--- src/rtl/exe_pkg.sv ---
// Shared definitions for the execute stage: bus widths, decode-bundle field
// offsets, one-hot ALU operation bit positions and the memory-bundle layout.
package exe_pkg;

  localparam int unsigned DS_BUS_W = 138;
  localparam int unsigned MS_BUS_W = 72;

  // Decode -> execute bundle field offsets (LSB positions)
  localparam int unsigned DS_PC_LSB        = 0;
  localparam int unsigned DS_ALU_OP_LSB    = 32;
  localparam int unsigned DS_SRC1_IS_SA    = 44;
  localparam int unsigned DS_SRC1_IS_PC    = 45;
  localparam int unsigned DS_SRC2_IS_IMM   = 46;
  localparam int unsigned DS_SRC2_IS_8     = 47;
  localparam int unsigned DS_SRC2_ZERO_EXT = 48;
  localparam int unsigned DS_IMM_LSB       = 49;
  localparam int unsigned DS_RS_LSB        = 65;
  localparam int unsigned DS_RT_LSB        = 97;
  localparam int unsigned DS_DEST_LSB      = 129;
  localparam int unsigned DS_GR_WE         = 134;
  localparam int unsigned DS_MEM_WE        = 135;
  localparam int unsigned DS_RES_FROM_MEM  = 136;
  localparam int unsigned DS_OVF_CHK       = 137;

  // One-hot ALU operation bit positions
  localparam int unsigned ALU_OP_W = 12;
  localparam int unsigned ALU_ADD  = 11;
  localparam int unsigned ALU_SUB  = 10;
  localparam int unsigned ALU_SLT  = 9;
  localparam int unsigned ALU_SLTU = 8;
  localparam int unsigned ALU_AND  = 7;
  localparam int unsigned ALU_NOR  = 6;
  localparam int unsigned ALU_OR   = 5;
  localparam int unsigned ALU_XOR  = 4;
  localparam int unsigned ALU_SLL  = 3;
  localparam int unsigned ALU_SRL  = 2;
  localparam int unsigned ALU_SRA  = 1;
  localparam int unsigned ALU_LUI  = 0;

  // Execute -> memory bundle, MSB first
  typedef struct packed {
    logic        ex_ovf;
    logic        res_from_mem;
    logic        gr_we;
    logic [4:0]  dest;
    logic [31:0] alu_result;
    logic [31:0] pc;
  } ms_bus_t;

  function automatic logic op_is_addsub(input logic [ALU_OP_W-1:0] op);
    return op[ALU_ADD] | op[ALU_SUB];
  endfunction

endpackage

--- src/rtl/alu.sv ---
// Core ALU: one-hot operation select, shared adder for add/sub/slt/sltu.
module alu
  import exe_pkg::*;
(
  input  logic [ALU_OP_W-1:0] i_alu_op,
  input  logic [31:0]         i_src1,
  input  logic [31:0]         i_src2,
  output logic [31:0]         o_result
);

  logic        w_sub;
  logic [31:0] w_adder_b;
  logic [32:0] w_sum;
  logic        w_slt;
  logic        w_sltu;
  logic [4:0]  w_sa;

  assign w_sub     = i_alu_op[ALU_SUB] | i_alu_op[ALU_SLT] | i_alu_op[ALU_SLTU];
  assign w_adder_b = w_sub ? ~i_src2 : i_src2;
  assign w_sum     = {1'b0, i_src1} + {1'b0, w_adder_b} + {32'b0, w_sub};
  assign w_slt     = (i_src1[31] & ~i_src2[31]) |
                     (~(i_src1[31] ^ i_src2[31]) & w_sum[31]);
  assign w_sltu    = ~w_sum[32];
  assign w_sa      = i_src1[4:0];

  // AND-OR result mux over the one-hot operation
  always_comb begin
    o_result = '0;
    o_result |= {32{i_alu_op[ALU_ADD] | i_alu_op[ALU_SUB]}} & w_sum[31:0];
    o_result |= {32{i_alu_op[ALU_SLT]}}  & {31'b0, w_slt};
    o_result |= {32{i_alu_op[ALU_SLTU]}} & {31'b0, w_sltu};
    o_result |= {32{i_alu_op[ALU_AND]}}  & (i_src1 & i_src2);
    o_result |= {32{i_alu_op[ALU_NOR]}}  & ~(i_src1 | i_src2);
    o_result |= {32{i_alu_op[ALU_OR]}}   & (i_src1 | i_src2);
    o_result |= {32{i_alu_op[ALU_XOR]}}  & (i_src1 ^ i_src2);
    o_result |= {32{i_alu_op[ALU_SLL]}}  & (i_src2 << w_sa);
    o_result |= {32{i_alu_op[ALU_SRL]}}  & (i_src2 >> w_sa);
    o_result |= {32{i_alu_op[ALU_SRA]}}  & 32'($signed(i_src2) >>> w_sa);
    o_result |= {32{i_alu_op[ALU_LUI]}}  & {i_src2[15:0], 16'b0};
  end

endmodule

--- src/rtl/exe_stage_src_sel.sv ---
// ALU operand selection for the execute stage (combinational).
module es_src_sel (
  input  logic        i_src1_is_sa,
  input  logic        i_src1_is_pc,
  input  logic        i_src2_is_imm,
  input  logic        i_src2_is_8,
  input  logic        i_src2_zero_ext,
  input  logic [31:0] i_pc,
  input  logic [15:0] i_imm,
  input  logic [31:0] i_rs_value,
  input  logic [31:0] i_rt_value,
  output logic [31:0] o_src1,
  output logic [31:0] o_src2
);

  // Priority muxes: shift amount > pc > rs; immediate > 8 > rt
  always_comb begin
    o_src1 = i_rs_value;
    if (i_src1_is_sa) begin
      o_src1 = {27'b0, i_imm[10:6]};
    end else if (i_src1_is_pc) begin
      o_src1 = i_pc;
    end
    o_src2 = i_rt_value;
    if (i_src2_is_imm) begin
      o_src2 = i_src2_zero_ext ? {16'b0, i_imm} : {{16{i_imm[15]}}, i_imm};
    end else if (i_src2_is_8) begin
      o_src2 = 32'd8;
    end
  end

endmodule

--- src/rtl/exe_stage.sv ---
// Execute pipeline stage: one-entry valid/allow-in register, operand select,
// ALU, data-SRAM request, bypass info to decode and hand-off to memory.
// Optional signed-overflow detection on add/sub is built when EXE_OVF_EN is
// defined; otherwise ex_ovf is tied low and ovf_chk is ignored.
module exe_stage
  import exe_pkg::*;
(
  input  logic                clk,
  input  logic                reset,
  input  logic                flush,
  input  logic                ds_to_es_valid,
  input  logic [DS_BUS_W-1:0] ds_to_es_bus,
  output logic                es_allowin,
  output logic                es_to_ms_valid,
  input  logic                ms_allowin,
  output logic [MS_BUS_W-1:0] es_to_ms_bus,
  output logic                data_sram_en,
  output logic [3:0]          data_sram_wen,
  output logic [31:0]         data_sram_addr,
  output logic [31:0]         data_sram_wdata,
  output logic                es_fwd_valid,
  output logic [4:0]          es_fwd_dest,
  output logic [31:0]         es_fwd_data,
  output logic                es_fwd_is_load
);

  logic                r_es_valid;
  logic [DS_BUS_W-1:0] r_ds_bus;

  logic                w_es_ready_go;
  logic [31:0]         w_pc;
  logic [ALU_OP_W-1:0] w_alu_op;
  logic [15:0]         w_imm;
  logic [31:0]         w_rs_value;
  logic [31:0]         w_rt_value;
  logic [4:0]          w_dest;
  logic                w_gr_we;
  logic                w_mem_we;
  logic                w_res_from_mem;
  logic                w_ovf_chk;
  logic [31:0]         w_src1;
  logic [31:0]         w_src2;
  logic [31:0]         w_alu_result;
  logic                w_ovf_hit;
  ms_bus_t             w_ms_bus;

  assign w_es_ready_go = 1'b1;
  assign es_allowin     = !r_es_valid || (w_es_ready_go && ms_allowin);
  assign es_to_ms_valid = r_es_valid && w_es_ready_go && !flush;

  // Valid bit: reset/flush clear it, otherwise refill whenever allowed in
  always_ff @(posedge clk) begin
    if (reset || flush) begin
      r_es_valid <= 1'b0;
    end else if (es_allowin) begin
      r_es_valid <= ds_to_es_valid;
    end
  end

  // Bundle register: capture only a real, non-flushed accept
  always_ff @(posedge clk) begin
    if (reset) begin
      r_ds_bus <= '0;
    end else if (ds_to_es_valid && es_allowin && !flush) begin
      r_ds_bus <= ds_to_es_bus;
    end
  end

  assign w_pc           = r_ds_bus[DS_PC_LSB +: 32];
  assign w_alu_op       = r_ds_bus[DS_ALU_OP_LSB +: ALU_OP_W];
  assign w_imm          = r_ds_bus[DS_IMM_LSB +: 16];
  assign w_rs_value     = r_ds_bus[DS_RS_LSB +: 32];
  assign w_rt_value     = r_ds_bus[DS_RT_LSB +: 32];
  assign w_dest         = r_ds_bus[DS_DEST_LSB +: 5];
  assign w_gr_we        = r_ds_bus[DS_GR_WE];
  assign w_mem_we       = r_ds_bus[DS_MEM_WE];
  assign w_res_from_mem = r_ds_bus[DS_RES_FROM_MEM];
  assign w_ovf_chk      = r_ds_bus[DS_OVF_CHK];

  es_src_sel u_src_sel (
    .i_src1_is_sa    (r_ds_bus[DS_SRC1_IS_SA]),
    .i_src1_is_pc    (r_ds_bus[DS_SRC1_IS_PC]),
    .i_src2_is_imm   (r_ds_bus[DS_SRC2_IS_IMM]),
    .i_src2_is_8     (r_ds_bus[DS_SRC2_IS_8]),
    .i_src2_zero_ext (r_ds_bus[DS_SRC2_ZERO_EXT]),
    .i_pc            (w_pc),
    .i_imm           (w_imm),
    .i_rs_value      (w_rs_value),
    .i_rt_value      (w_rt_value),
    .o_src1          (w_src1),
    .o_src2          (w_src2)
  );

  alu u_alu (
    .i_alu_op (w_alu_op),
    .i_src1   (w_src1),
    .i_src2   (w_src2),
    .o_result (w_alu_result)
  );

`ifdef EXE_OVF_EN
  logic [31:0] w_op2_eff;
  // Sub overflows like an add of the inverted operand
  assign w_op2_eff = w_alu_op[ALU_SUB] ? ~w_src2 : w_src2;
  assign w_ovf_hit = r_es_valid && w_ovf_chk && op_is_addsub(w_alu_op) &&
                     (w_src1[31] == w_op2_eff[31]) && (w_alu_result[31] != w_src1[31]);
`else
  logic w_unused_ovf_chk;
  assign w_unused_ovf_chk = w_ovf_chk;
  assign w_ovf_hit        = 1'b0;
`endif

  // Memory bundle; an overflowing instruction must not write the register file
  always_comb begin
    w_ms_bus              = '0;
    w_ms_bus.ex_ovf       = w_ovf_hit;
    w_ms_bus.res_from_mem = w_res_from_mem;
    w_ms_bus.gr_we        = w_gr_we && !w_ovf_hit;
    w_ms_bus.dest         = w_dest;
    w_ms_bus.alu_result   = w_alu_result;
    w_ms_bus.pc           = w_pc;
  end
  assign es_to_ms_bus = w_ms_bus;

  // Request only when memory will take the instruction this cycle
  assign data_sram_en    = r_es_valid && (w_mem_we || w_res_from_mem) && ms_allowin &&
                           !flush && !w_ovf_hit;
  assign data_sram_wen   = {4{data_sram_en && w_mem_we}};
  assign data_sram_addr  = w_alu_result;
  assign data_sram_wdata = w_rt_value;

  assign es_fwd_valid   = r_es_valid && w_gr_we && (w_dest != 5'd0) && !w_ovf_hit;
  assign es_fwd_dest    = w_dest;
  assign es_fwd_data    = w_alu_result;
  assign es_fwd_is_load = w_res_from_mem;

endmodule

--- config.mk ---
export PLATFORM = sky130hd
export DESIGN_NAME = exe_stage
export DESIGN_NICKNAME = d
export VERILOG_FILES = /design/src/rtl/exe_pkg.sv /design/src/rtl/alu.sv /design/src/rtl/exe_stage_src_sel.sv /design/src/rtl/exe_stage.sv
export SDC_FILE = /design/constraint.sdc
export NUM_CORES = 1
export LEC_CHECK = 0
export CORE_ASPECT_RATIO = 1.4
export CORE_UTILIZATION = 50
export CTS_CLUSTER_DIAMETER = 60
export DETAILED_ROUTE_END_ITERATION = 6
export MAX_ROUTING_LAYER = met4
export PLACE_DENSITY = 0.86
export SLEW_MARGIN = 20
export SYNTH_ARGS = -nofsm -noshare
export SYNTH_HDL_FRONTEND = slang
export SYNTH_SLANG_ARGS = --single-unit
--- constraint.sdc ---
create_clock -name clk -period 11 [get_ports clk]
set_clock_uncertainty 0.15 [all_clocks]
set_input_delay 2.2 -clock clk [delete_from_list [all_inputs] [get_ports clk]]
set_output_delay 2.2 -clock clk [all_outputs]
set_load 0.03 [all_outputs]
==> results of run 1 <==
==> cells in the final DEF, fill, tap and decap left out, types with 5 or more instances in the layout <==
cell,netlist,routed
nand3_1,16,16
nand2b_1,7,7
nand4_1,8,8
o211ai_1,30,30
a22o_1,10,10
and3_1,7,7
xor2_1,21,21
nand2_1,398,398
nor3_1,21,20
ha_1,97,97
a21oi_2,7,7
a221o_1,7,7
xnor2_1,36,36
clkbuf_16,0,17
a21o_1,30,30
a31oi_1,16,16
a221oi_1,27,27
a211oi_1,11,11
dfxtp_1,138,137
nor2b_1,10,10
mux2i_1,151,151
inv_2,4,5
nor2_1,84,82
a22oi_1,20,20
o21ai_0,93,90
o22ai_1,7,7
o2111ai_1,6,6
buf_4,147,32
or2_2,31,31
mux2_2,31,31
a311oi_1,8,8
nor3b_1,15,14
inv_1,71,70
a21oi_1,221,221
clkdlybuf4s50_1,0,321
o221ai_1,13,13
==> layer usage <==
| metal | track usage, % | share of wire, % | vias up |
|---|---|---|---|
| met1 | 45.1 | 37 | 7220 |
| met4 | 26.4 | 6.7 | 0 |
| li1 | - | - | 7051 |
| met5 | - | 0 | - |
| met3 | 5.53 | 7.4 | 205 |
| met2 | 68.6 | 49 | 920 |
==> path summary, 6_finish.rpt <==
check,from,to,slack [ps],depth (start not counted)
max reg2reg,r_es_valid$_SDFFE_PP0N_,r_ds_bus[63]$_SDFFE_PP0P_,7760,7
min,r_ds_bus[84]$_SDFFE_PP0P_,r_ds_bus[84]$_SDFFE_PP0P_,310,2
max,r_ds_bus[45]$_SDFFE_PP0P_,es_to_ms_bus[54],2100,17
min reg2reg,r_ds_bus[84]$_SDFFE_PP0P_,r_ds_bus[84]$_SDFFE_PP0P_,310,2
==> flip-flops by register name (all words and copies together), names as in the netlist <==
name and flops:
r_ds_bus 137, r_es_valid 1
==> worst max-delay path, stage by stage (launching register included) <==
cell and delay [ps]:
dfxtp_2 1030, mux2i_1 250, o21ai_4 160, buf_4 530, inv_2 40, buf_4 340, mux2_2 400, fa_1 470
nor2b_1 180, o31ai_1 120, a31oi_1 380, o211a_1 190, o21ai_0 120, nor2b_1 200, xnor2_1 150, a221oi_1 550
o211ai_1 270, clkdlybuf4s50_1 660
==> power by group <==
group	leakage [nW]	switching, mW	internal [mW]
Sequential	1.13	0.0292	0.524
Clock	0.264	0.238	0.302
Combinational	6.02	0.578	0.351
==> cell families after synthesis <==
kind of cell,Yosys count,synth area share (%)
AND/OR/NAND/NOR,609,17.8
AO/OA/AOI/OAI,556,24.4
buffers and inverters,360,13.7
multiplexers,183,13.0
flip-flops,138,19.1
adder cells (fa/ha/maj),98,8.51
XOR/XNOR,57,3.44
other,1,0.0259
==> final cells by class <==
class	instances	area [sq um]	share of cell area, %
antenna	2	5.00	0.0289
tap	375	469	2.71
multi-input combinational	1504	9780	56.5
clock inverter	12	90.1	0.521
sequential	138	2760	16.0
clock buffer	20	457	2.64
timing repair buffer	353	3450	20.0
inverter	77	289	1.67
==> impl_metrics.toml, run 1 <==
[yosys]
synth_edf_count = 0
synth-main-ff-cell = "dfxtp_1"
avgSynthCellArea_sq_um = 7.24
async_flop_share_pct = 0
ys_seq_area_share_pct = 19.1
yosysMostFrequentCell = "nand2_1"
yosysTopAreaCell = "dfxtp_1"
syn_inst = 2002
synth_cell_type_count = 77
syn-num-nets = 2243
syn_area_sq_um = 14500
ys_ff_latch = 138
yosys_warnings = 0
synth_area_leaders = "dfxtp_1 19%, mux2i_1 10%, nand2_1 10%"
ys_top_cells_by_count = "398 x nand2_1, 221 x a21oi_1, 151 x mux2i_1"
synth_top_area_share_pct = 19.1

[sta]
finalSetupViolations = 0
slew_violations = 0
hold_ws_ps = 305
tns_ps = 0
hold_viol = 0
period_needed_ps = 8900
fin_crit_sh_pct = 80.9
relSlewSlack_pct = 15.2
fmax_mhz = 112
rsz0062_at_grt = "false"
max_slew.worst_pin.slew_ps = 1260
setup_slack_ps = 2100

[flow_run]
cap_violations = 0

[pwr]
power_mw = 2.02
vdd_drop_max_v = 0.000123
p_leak_nw = 7.42
cellPowerDensity_nw_per_um2 = 117

[clock_network]
path_clk_slew_ps = 60
clk_latency_ps = 440
ctsResizeCount = 0
clock_sink_count = 138
h-tree-depth = 4
cts_buffers = 17
cts-root-buf = "clkbuf_16"
cts_tree = "yes"
post_cts_buffers = 0
cts_buffer_depth = 2
cts_hold_buffers = 0

[global_route]
grt-ovfl-total = 0
grt_pass1_wl_microns = 88600
antenna_found_initial = 2
grt_max_degree = 84
grt_usage_pct = 40.7
grt_pass1_vias = 14800

[route]
drt_iter0_markers = 1504
drc = 0
num_vias = 15400
wire_per_inst_microns = 24.2
drt_pass1_iterations = 6
wirelength_microns = 60000
ant_nets = 0
vias_per_cell = 6.21

[place]
pre_cts_ws_ps = 2710
dpl-instance-area_sq_um = 16800
port_buffers = 322
hpwl_microns = 45900
globalplace.congestion = 1.08
dp.cells = 2447

[setup_path]
required_ps = 8650
startpoint_type = "flop"
crit_fanout = 44
cp.arrival_ps = 6550
critPathKind = "flop to output pin"
crit_path_end_kind = "output pin"

[finish]
area_growth_pct = 19.4
fin_util_pct = 60.7
fin_nets = 2332
fill_cells = 2554
instances_no_fill = 2481
drive_gt1_share_pct = 7.41
stdcell_area_sq_um = 17300

[run_status]
status = "finished, final reports clean"

[floorplanning]
ios = 325
die_w_microns = 146
num_rows = 73
die_y_microns = 203
core_area_sq_um = 28500
start_util_pct = 50.9
fp.dieArea_sq_um = 29700

[min_path]
min_path_type = "flop to flop"
No activity file was read; power rests on OpenSTA's default activity.
==> inputs of run 2 (changes only) <==
- CORE_UTILIZATION: 50 -> 48
- PLACE_DENSITY: 0.86 -> 0.87
- clock period: 11 -> 7.55 ns (I/O delays scaled with it)
==> run 2 against run 1 <==
Die area rose by 4.1%. Hold slack got worse by 1.9 ps. Critical path depth shrank 1. First-iteration DRC count decreased by 7.3%. Cell area increased by 1.3%. Global-route usage is 0.16 points higher. Sequential power increased by 45%. Largest cell class unchanged. Highest routed layer unchanged.
==> impl_metrics.toml, run 2 (synthesis results as in run 1) <==
[run_status]
status = "finished, final reports clean"

[global_route]
grt_pass1_wl_microns = 91500
met3_usage_pct = 6.07
grt-ovfl-total = 0
grt_pass1_vias = 14900
grt_usage_pct = 40.9
grt_use_met2_pct = 67.0
antenna_found_initial = 2
grt_max_degree = 90
busiest_layer = "met2"
grtUsageMet1_pct = 45.5

[setup_path]
startpoint_type = "flop"
required_ps = 5890
crit_chain = "buf_4, nor3b_1, a21oi_1, buf_4, mux2_2, fa_1, nor2b_1, o31ai_1, a31oi_1, o211a_1, o21ai_0, a211oi_1, o21ai_0, mux2i_1, nand3_1, clkdlybuf4s50_1"
cp.arrival_ps = 5410
crit_path_end_kind = "output pin"
critPathKind = "flop to output pin"
crit_family = "compound AO/OA/AOI/OAI gates"
crit_slowest_cell = "clkdlybuf4s50_1"
max_stage_delay_ps = 640
crit_fanout = 21
cp_num_buf_inv = 3

[pwr]
p_leak_nw = 7.60
vdd_drop_max_v = 0.000225
cellPowerDensity_nw_per_um2 = 173

[route]
vias_per_cell = 6.17
drt_iter0_markers = 1394
wirelength_microns = 62600
wire_per_inst_microns = 25.0
ant_nets = 0
drt_pass1_iterations = 6
drc = 0
num_vias = 15500

[clock_network]
cts_tree = "yes"
h-tree-depth = 4
clock_sink_count = 138
path_clk_slew_ps = 70
cts_hold_buffers = 0
cts-root-buf = "clkbuf_16"
clk_latency_ps = 460
ctsResizeCount = 0
cts_buffers = 17
post_cts_buffers = 0
cts_buffer_depth = 2

[place]
pre_cts_ws_ps = 1110
port_buffers = 322
hpwl_microns = 48800
globalplace.congestion = 1.02

[floorplanning]
ios = 325
die_w_microns = 149
die_y_microns = 208
start_util_pct = 49.2
num_rows = 74
fp.dieArea_sq_um = 30900
core_area_sq_um = 29400

[sta]
fmax_mhz = 141
hold_viol = 0
period_needed_ps = 7070
setup_slack_ps = 479
finalSetupViolations = 0
fin_crit_sh_pct = 93.7
tns_ps = 0
max_slew.worst_pin.slew_ps = 1040
slew_violations = 0
relSlewSlack_pct = 30.9
rsz0062_at_grt = "false"

[finish]
final_cell_mix = "398 x nand2_1, 301 x clkdlybuf4s50_1, 221 x a21oi_1, 151 x mux2i_1, 137 x dfxtp_1"
drive_gt1_share_pct = 9.36
final_common_cell = "nand2_1"
largest_register = "r_ds_bus"
area_growth_pct = 20.9
reg_top3 = "r_ds_bus x137, r_es_valid x1"
fin_nets = 2354
largest_reg_flops = 137

[min_path]
min_path_type = "flop to flop"

[flow_run]
cap_violations = 0
-- run 2: area by class of cell --
class / instances / area [sq um]
Fill cell: 2564 / 11900
Multi-Input combinational cell: 1504 / 9770
Timing Repair Buffer: 375 / 3630
Sequential cell: 138 / 2760
Tap cell: 380 / 475
Clock buffer: 17 / 425
Inverter: 77 / 289
Clock inverter: 15 / 164
Antenna cell: 2 / 5.00
-- run 2: per-stage QoR --
step                total power, mW  instance area, sq um  utilization, %  instances  hold WS (ps)
detailed placement             2.17                 16900            57.5       2474           296
finish                         3.03                 17500            59.5       2508           303
CTS                            3.01                 17500            59.5       2506           305
floorplan                      1.72                 14500               -       2002           282
global placement               2.16                 16900            57.5       2474           291
global route                   3.13                 17500            59.5       2508           319
-- run 2: report_power, final --
group          switching, mW  internal, mW  leakage, nW
combinational          0.863         0.523         6.18
clock                  0.396         0.446        0.292
sequential            0.0393         0.762         1.13
total                   1.30          1.73         7.60
-- run 2: layer usage --
layer / routed length, microns / vias to the layer above
li1: - / 7094
met1: 23600 / 7409
met2: 30400 / 797
met3: 4240 / 174
met4: 4370 / 0
met5: 0 / -
-- run 2: final timing paths --
path / from / end / slack, ps / cells past startpoint
max: r_ds_bus[46]$_SDFFE_PP0P_ / data_sram_addr[30] / 480 / 16
min reg2reg: r_ds_bus[80]$_SDFFE_PP0P_ / r_ds_bus[80]$_SDFFE_PP0P_ / 300 / 2
min: r_ds_bus[80]$_SDFFE_PP0P_ / r_ds_bus[80]$_SDFFE_PP0P_ / 300 / 2
max reg2reg: r_es_valid$_SDFFE_PP0N_ / r_ds_bus[120]$_SDFFE_PP0P_ / 5090 / 6
-- run 2: worst reg2reg max path, cell delays in order, from the launching register on --
cell and delay (ps):
dfxtp_1 450, nor2b_1 330, inv_1 110, nand3b_1 130, buf_4 680, nand2_1 270, a21oi_1 250
